File: src/rtl/stopit_pkg.sv
// Shared types and defaults for the StopIt round controller.
package stopit_pkg;

  localparam int DEF_WIDTH = 5;

  typedef enum logic [2:0] {
    IDLE = 3'd0,
    SHOW = 3'd1,
    RUN  = 3'd2,
    WIN  = 3'd3,
    LOSE = 3'd4
  } state_e;

endpackage

File: src/rtl/stopit_counter.sv
// Up-counter with synchronous clear (priority over enable) and natural wrap.
module stopit_counter
  import stopit_pkg::*;
#(
  parameter int WIDTH = DEF_WIDTH
) (
  input  logic             clk_i,
  input  logic             rst_ni,
  input  logic             clr_i,
  input  logic             en_i,
  output logic [WIDTH-1:0] count_o
);

  logic [WIDTH-1:0] count_d;
  logic [WIDTH-1:0] count_q;

  // Next count: clear first, otherwise increment with wrap when enabled.
  always_comb begin
    count_d = count_q;
    if (clr_i) begin
      count_d = '0;
    end else if (en_i) begin
      count_d = count_q + WIDTH'(1);
    end
  end

  // Count register.
  always_ff @(posedge clk_i or negedge rst_ni) begin
    if (!rst_ni) begin
      count_q <= '0;
    end else begin
      count_q <= count_d;
    end
  end

  assign count_o = count_q;

endmodule

File: src/rtl/stopit_ctrl.sv
// StopIt round controller: target capture, flash phase, tick-paced run,
// hit/miss judgement and a saturating win streak.
module stopit_ctrl
  import stopit_pkg::*;
#(
  parameter int WIDTH       = DEF_WIDTH,
  parameter int FLASH_TICKS = 4,
  parameter int SCORE_W     = 4
) (
  input  logic               clk_i,
  input  logic               rst_ni,
  input  logic               start_i,
  input  logic               stop_i,
  input  logic               tick_i,
  input  logic [WIDTH-1:0]   rand_i,
  output logic               next_o,
  output logic [WIDTH-1:0]   target_o,
  output logic [WIDTH-1:0]   count_o,
  output logic [2:0]         state_o,
  output logic               win_o,
  output logic               lose_o,
  output logic [SCORE_W-1:0] score_o
);

  localparam logic [WIDTH-1:0]   FLASH_LAST = WIDTH'((FLASH_TICKS > 0) ? FLASH_TICKS - 1 : 0);
  localparam logic [SCORE_W-1:0] SCORE_MAX  = '1;

  state_e             state_d, state_q;
  logic [WIDTH-1:0]   target_d, target_q;
  logic [SCORE_W-1:0] score_d, score_q;

  logic [WIDTH-1:0]   round_cnt;
  logic [WIDTH-1:0]   flash_cnt;
  logic               start_ok;
  logic               in_run;
  logic               in_show;
  logic               flash_done;

  assign in_run     = (state_q == RUN);
  assign in_show    = (state_q == SHOW);
  assign start_ok   = start_i & ((state_q == IDLE) | (state_q == WIN) | (state_q == LOSE));
  assign flash_done = tick_i & in_show & (flash_cnt == FLASH_LAST);

  // Round counter: a stop in the same cycle as a tick freezes the count.
  stopit_counter #(.WIDTH(WIDTH)) u_round_cnt (
    .clk_i   (clk_i),
    .rst_ni  (rst_ni),
    .clr_i   (start_ok),
    .en_i    (tick_i & in_run & ~stop_i),
    .count_o (round_cnt)
  );

  // Flash counter: paces how long the target is shown.
  stopit_counter #(.WIDTH(WIDTH)) u_flash_cnt (
    .clk_i   (clk_i),
    .rst_ni  (rst_ni),
    .clr_i   (start_ok),
    .en_i    (tick_i & in_show),
    .count_o (flash_cnt)
  );

  // Next state, target capture and streak update.
  always_comb begin
    state_d  = state_q;
    target_d = target_q;
    score_d  = score_q;
    case (state_q)
      IDLE, WIN, LOSE: begin
        if (start_i) begin
          target_d = rand_i;
          state_d  = (FLASH_TICKS == 0) ? RUN : SHOW;
          if (state_q == LOSE) begin
            score_d = '0;
          end
        end
      end
      SHOW: begin
        if (flash_done) begin
          state_d = RUN;
        end
      end
      RUN: begin
        if (stop_i) begin
          if (round_cnt == target_q) begin
            state_d = WIN;
            if (score_q != SCORE_MAX) begin
              score_d = score_q + SCORE_W'(1);
            end
          end else begin
            state_d = LOSE;
          end
        end
      end
      default: state_d = IDLE;
    endcase
  end

  // State, target and streak registers.
  always_ff @(posedge clk_i or negedge rst_ni) begin
    if (!rst_ni) begin
      state_q  <= IDLE;
      target_q <= '0;
      score_q  <= '0;
    end else begin
      state_q  <= state_d;
      target_q <= target_d;
      score_q  <= score_d;
    end
  end

  assign next_o   = (state_q == IDLE) | (state_q == WIN) | (state_q == LOSE);
  assign target_o = target_q;
  assign count_o  = round_cnt;
  assign state_o  = state_q;
  assign win_o    = (state_q == WIN);
  assign lose_o   = (state_q == LOSE);
  assign score_o  = score_q;

endmodule

File: config.mk
export PLATFORM = sky130hd
export DESIGN_NAME = stopit_ctrl
export DESIGN_NICKNAME = d
export VERILOG_FILES = /design/src/rtl/stopit_pkg.sv /design/src/rtl/stopit_counter.sv /design/src/rtl/stopit_ctrl.sv
export SDC_FILE = /design/constraint.sdc
export NUM_CORES = 1
export LEC_CHECK = 0
export CAP_MARGIN = 20
export CORE_MARGIN = 5
export CORE_UTILIZATION = 45
export DETAILED_ROUTE_END_ITERATION = 8
export HOLD_SLACK_MARGIN = 0.1
export PLACE_DENSITY_LB_ADDON = 0.12
export SLEW_MARGIN = 20
export SYNTH_ARGS = -nofsm -noshare
export SYNTH_HDL_FRONTEND = slang
export SYNTH_SLANG_ARGS = --single-unit
File: constraint.sdc
create_clock -name clk_i -period 3.7 [get_ports clk_i]
set_input_delay 0.555 -clock clk_i [delete_from_list [all_inputs] [get_ports clk_i]]
set_output_delay 0.555 -clock clk_i [all_outputs]
set_load 0.02 [all_outputs]
==> qor.yml, run 1 <==
cells_and_area:
  areaGrowthSynthToFinish_pct: 24.6
  nFillCells: 272
  diodes: 0
  layout_commonest_cell: "clkdlybuf4s50_1"
  most-common-layout-cells: "clkdlybuf4s50_1, dfrtp_1, nor2_1"
  seq_area_sq_um: 551
  layout-drive-gt1-share: 0.106
  layout.nets: 165
  multi_input_area_sq_um: 684
drt:
  drc: 0
  routed_wl_microns: 2760
  dr.pass1.iters: 4
  via_per_inst: 5.58
  vias: 1016
  ant_nets: 0
  drtIter0Drc: 26
  wire_per_inst_microns: 15.2
cts:
  cts.path.max_buffers: 2
  clk_pin_slew_ns: 0.13
  tritoncts: "yes"
  postCtsSetupRepairBufs: 0
  cts_hold_buf: 0
  cts-htree-levels: 1
  clkLatencyLatePin_ns: 0.32
  postCtsResizedCells: 0
  root_buffer: "clkbuf_4"
  cts_sinks: 22
  cts_buffers: 3
power_and_ir_drop:
  p_seq_frac: 0.367
  swShare: 0.412
  p_sw_mw: 0.481
  p_comb_frac: 0.514
  p_leak_nw: 0.661
  clkPwrFrac: 0.119
  pwr_density_cell_mw_per_mm2: 729
  p_int_mw: 0.687
  vdd_drop_max_uv: 506
  fin_total_pwr_mw: 1.17
timing:
  finalHoldViolations: 0
  setup_viol: 0
  rsz0062_at_grt: "false"
  fin_crit_sh: 0.672
  maxSlewViolCount: 0
  clock_skew_ns: 0.00799
  setup_tns_ns: 0
  timing.final.crit_period_ns: 2.49
  max_freq_mhz: 402
  worst_pin_slew_ns: 0.510
  slew_headroom: 0.660
critical_path:
  endpoint_kind: "output port"
  slowest_delay_ns: 0.63
  cp.required_ns: 3.14
  crit_arrival_ns: 1.93
  crit_path_start_kind: "register"
  worstSetupPathType: "register to output port"
  path_cells: "and3b_1 > or2_4 > clkdlybuf4s50_1"
  crit_fanout: 13
  slowest_stage: "dfrtp_1"
floorplanning:
  die_h_microns: 63.5
  ios: 30
  dieArea_sq_mm: 0.00403
  initial_core_util: 0.466
  core-area_sq_mm: 0.00276
  die_x_microns: 63.5
  rows: 19
placed_design:
  gp_congestion: 0.767
  numPortBuffers: 29
  dp_hpwl_microns: 1960
synthesis:
  syn_avg_cell_area_sq_um: 10.5
  ys_seq_area_frac: 0.428
  ys.flop_type: "dfrtp_1"
  async_flop_share: 1.00
  synth_nets: 136
  ys_seq_elements: 22
  synth_edf_count: 0
  netlist_area_sq_mm: 0.00129
  netlist_instances: 123
  synth_warnings: 0
  yosysUniqueCellTypes: 42
grt:
  antenna_found_initial: 0
  grt_pass1_wl_microns: 4950
  grt_pass1_vias: 1051
  grt_usage: 0.151
  grt_max_degree: 23
  overflow: 0
worst_hold_path:
  hp-class: "primary input to asynchronous set/reset pin"
run:
  maxCapViolCount: 0
status:
  outcome: "finished, final reports clean"
-- synthesized netlist by cell type (2+ instances only) --
library cell   n  area [sq um]
dfrtp_1       22           551
xor2_1         7          61.3
nor2_1        12          45.0
buf_6          3          33.8
nand2_1       10          37.5
o211ai_1       3          22.5
mux2i_1        2          20.0
nand4_1        4          25.0
inv_1          2          7.51
nor2b_1        2          12.5
a21oi_1        4          20.0
and2_1         4          25.0
o21ai_0        2          10.0
mux2_4         5          75.1
nand3_1        5          25.0
nand3b_1       2          15.0
ha_1           3          37.5
or3_1          2          12.5
xnor2_1        6          52.6
-- final timing paths --
| kind | start | end | slack, ns | cells past startpoint |
|---|---|---|---|---|
| max in group asynchronous | rst_ni | u_flash_cnt.count_o[2] | 3.17 | 1 |
| max reg2reg | score_o[0] | score_o[3] | 1.96 | 5 |
| min | rst_ni | score_o[3] | 0.18 | 1 |
| max | state_o[0] | next_o | 1.21 | 3 |
| min in group clk_i | target_o[3] | target_o[3] | 0.57 | 1 |
| min reg2reg | target_o[3] | target_o[3] | 0.57 | 1 |
-- through the flow --
stage               instance area (sq um)  utilization  hold WS, ns  setup WS [ns]  cells
CTS                                  1610        0.583        0.582           1.20    182
detailed placement                   1570        0.570        0.551           1.60    178
global route                         1600        0.581        0.210           1.12    182
global placement                     1570        0.570        0.532           1.61    178
floorplan                            1290            -        0.259           1.84    123
finish                               1600        0.581        0.180           1.21    182
-- power groups by stage --
stage	Sequential, mW	Combinational (mW)	Clock, mW
2_1_floorplan	0.466	0.362	0
6_report	0.429	0.600	0.139
5_1_grt	0.447	0.661	0.154
3_3_place_gp	0.430	0.598	0
4_1_cts	0.430	0.611	0.142
3_5_place_dp	0.433	0.609	0
-- final cells by class --
cell class / count / area share
Clock buffer: 4 / 0.0226
Inverter: 2 / 0.00468
Multi-Input combinational cell: 94 / 0.427
Sequential cell: 22 / 0.343
Tap cell: 31 / 0.0242
Timing Repair Buffer: 29 / 0.178
-- layer usage --
metal | part of all wire | vias up | track usage | routed length (microns)
li1 | - | 494 | - | -
met1 | 0.47 | 492 | 0.186 | 1300
met2 | 0.47 | 26 | 0.247 | 1290
met3 | 0.044 | 4 | 0.0320 | 122
met4 | 0.014 | 0 | 0.0701 | 39
met5 | 0 | - | 0 | 0
-- critical path: cells and delay by family, from the launching register on --
| family | cells | cell delay [ns] |
|---|---|---|
| DFF | 1 | 0.63 |
| and+or+nand+nor | 2 | 0.39 |
| buffers and inverters | 1 | 0.60 |
-- kinds of logic after synthesis --
family                   Yosys count  synth area share
AND/OR/NAND/NOR                   52             0.232
flip-flops                        22             0.428
AO/OA/AOI/OAI                     19             0.109
XOR/XNOR                          13            0.0885
buffers and inverters              7            0.0399
multiplexers                       7            0.0739
adder cells (fa/ha/maj)            3            0.0292
-- sequential cells by signal (all words and copies together) (netlist names) --
signal               cells
target_o                 5
u_flash_cnt.count_o      5
u_round_cnt.count_o      5
score_o                  4
state_o                  3
Note: power is estimated with default switching activity, not from simulation.
==> run 2: changes to the inputs <==
--- a/config.mk
+++ b/config.mk
@@ -7,7 +7,7 @@
 export LEC_CHECK = 0
 export CAP_MARGIN = 20
 export CORE_MARGIN = 5
-export CORE_UTILIZATION = 45
+export CORE_UTILIZATION = 44
 export DETAILED_ROUTE_END_ITERATION = 8
 export HOLD_SLACK_MARGIN = 0.1
 export PLACE_DENSITY_LB_ADDON = 0.12
==> constraint.sdc (replaced) <==
create_clock -name clk_i -period 2.1 [get_ports clk_i]
set_input_delay 0.315 -clock clk_i [delete_from_list [all_inputs] [get_ports clk_i]]
set_output_delay 0.315 -clock clk_i [all_outputs]
set_load 0.02 [all_outputs]
==> qor.yml, run 2 (synthesis gave the netlist of run 1 again) <==
status:
  outcome: "finished, final reports clean"  # unchanged
critical_path:
  crit_buf_inv: 1  # unchanged
  critPathTopFamily: "buffers and inverters"  # was flip-flops
  slowest_stage: "clkdlybuf4s50_1"  # was dfrtp_1
  timing.rr.end: "score_o[3]"  # unchanged
  path_depth: 2  # was 3
  slowest_delay_ns: 0.62  # was 0.63 ns
  worstSetupPathType: "register to output port"  # unchanged
  crit_arrival_ns: 1.62  # was 1.93 ns
  crit_path_start_kind: "register"  # unchanged
  timing.rr.start: "score_o[0]"  # unchanged
  crit_fanout: 9  # was 13
  path_cells: "and3b_1 > clkdlybuf4s50_1"  # was and3b_1 > or2_4 > clkdlybuf4s50_1
  r2r_cells: 5  # unchanged
  endpoint_kind: "output port"  # unchanged
  reg2reg_slack_ns: 0.34  # was 1.96 ns
  cp.required_ns: 1.78  # was 3.14 ns
cells_and_area:
  nFillCells: 255  # was 272
  final_cells: 186  # was 182
  layout_commonest_cell: "clkdlybuf4s50_1"  # unchanged
  areaGrowthSynthToFinish_pct: 27.0  # was 24.6%
  utilization: 0.587  # was 0.581
  layout.nets: 170  # was 165
  most-common-layout-cells: "clkdlybuf4s50_1, dfrtp_1, nor2_1"  # unchanged
  layout-drive-gt1-share: 0.129  # was 0.106
  diodes: 0  # unchanged
worst_hold_path:
  hp-class: "primary input to asynchronous set/reset pin"  # unchanged
floorplanning:
  ios: 30  # unchanged
  rows: 19  # unchanged
  initial_core_util: 0.462  # was 0.466
  core-area_sq_mm: 0.00278  # was 0.00276 sq mm
  die_h_microns: 64.1  # was 63.5 microns
  die_x_microns: 64.1  # was 63.5 microns
  dieArea_sq_mm: 0.00410  # was 0.00403 sq mm
timing:
  setup_viol: 0  # unchanged
  max_freq_mhz: 518
  clock_skew_ns: 0.0106  # was 0.00799 ns
  setup_ws_ns: 0.169  # was 1.21 ns
  timing.final.crit_period_ns: 1.93
  hold-worst-slack_ns: 0.338  # was 0.180 ns
  maxSlewViolCount: 0  # unchanged
  setup_tns_ns: 0  # unchanged
  fin_crit_sh: 0.920
  slew_headroom: 0.734  # was 0.660
  finalHoldViolations: 0  # unchanged
  rsz0062_at_grt: "false"  # unchanged
  worst_pin_slew_ns: 0.398  # was 0.510 ns
power_and_ir_drop:
  vdd_drop_max_uv: 908  # was 506 uV
  pwr_density_cell_mw_per_mm2: 1250  # was 729 mW/mm^2
  swShare: 0.415  # was 0.412
  p_leak_nw: 0.700  # was 0.661 nW
  p_sw_mw: 0.847  # was 0.481 mW
  p_seq_frac: 0.355  # was 0.367
  p_comb_frac: 0.550  # was 0.514
  p_int_mw: 1.19  # was 0.687 mW
  clkPwrFrac: 0.095  # was 0.119
cts:
  cts_sinks: 22  # unchanged
  cts.path.max_buffers: 2  # unchanged
  cts_hold_buf: 0  # unchanged
  clkLatencyLatePin_ns: 0.31  # was 0.32 ns
  root_buffer: "clkbuf_4"  # unchanged
  clk_pin_slew_ns: 0.13  # about the same
  cts-htree-levels: 1  # unchanged
  postCtsSetupRepairBufs: 0  # unchanged
  cts_buffers: 3  # unchanged
  tritoncts: "yes"  # unchanged
run:
  maxCapViolCount: 0  # unchanged
grt:
  grt_pass1_vias: 1022  # was 1051
  grt_max_degree: 23  # unchanged
  grt_pass1_wl_microns: 4840  # was 4950 microns
  antenna_found_initial: 0  # unchanged
  grt_usage: 0.146  # was 0.151
  overflow: 0  # unchanged
placed_design:
  placed_cells_incl_taps: 183  # was 178
  numPortBuffers: 29  # unchanged
  dp_hpwl_microns: 2020  # was 1960 microns
  place_ws_ns: 0.239  # was 1.60 ns
  gp_congestion: 0.845  # was 0.767
drt:
  ant_nets: 0  # unchanged
  dr.pass1.iters: 4  # unchanged
  via_per_inst: 5.45  # was 5.58
  wire_per_inst_microns: 14.9  # was 15.2 microns
  routed_wl_microns: 2780  # was 2760 microns
  drc: 0  # unchanged
  vias: 1013  # was 1016
  drtIter0Drc: 21  # was 26
## run 2: cell count changes in the layout (fill, tap and decap cells not counted), sizes merged
cell	change
dlygate4sd2	+1
clkdlybuf4s50	-1
clkbuf	-1
buf	+4
dlymetal6s2s	+1
## run 2: repair_timing
action	4_1_cts	5_1_grt
endpoints found under the setup margin	2	1
hold endpoints to repair	0	0
pin swaps	0	0
resized for setup	2	1
## run 2: per-stage QoR
stage / power (mW) / instance area (sq um)
2_1_floorplan: 1.46 / 1290
3_3_place_gp: 1.85 / 1610
3_5_place_dp: 1.87 / 1610
4_1_cts: 2.06 / 1630
5_1_grt: 2.20 / 1630
6_report: 2.04 / 1630
## run 2: power groups by stage
stage,registers [mW],clock network (mW),logic (mW)
after detailed placement,0.733,0,1.14
after CTS,0.726,0.202,1.14
final,0.724,0.194,1.12
after global placement,0.724,0,1.13
after floorplan,0.820,0,0.639
after global routing,0.753,0.226,1.22
## run 2: routing by layer
metal  vias to the layer above  global-route usage  routed length [microns]
li1                        507                   -                        -
met2                        25               0.217                     1210
met4                         0              0.0545                       18
met1                       479               0.209                     1380
met5                         -                   0                        0
met3                         2              0.0298                      170
## run 2: worst max-delay path by stage
stage	slack (ns)	end	from
final	0.17	win_o	state_o[0]
after global routing	0.1	win_o	state_o[0]
after CTS	0.02	lose_o	state_o[0]
after detailed placement	0.24	score_o[3]	stop_i
after global placement	0.29	score_o[2]	stop_i
after floorplan	0.24	target_o[0]	state_o[2]
## run 2: area by class of cell
class	count	area (sq um)	share of cell area
multi-input cells	94	684	0.419
inverters	2	7.51	0.00459
well taps	31	38.8	0.0237
flip-flops and latches	22	552	0.338
repair buffers	34	329	0.201
clock buffers	3	22.5	0.0138
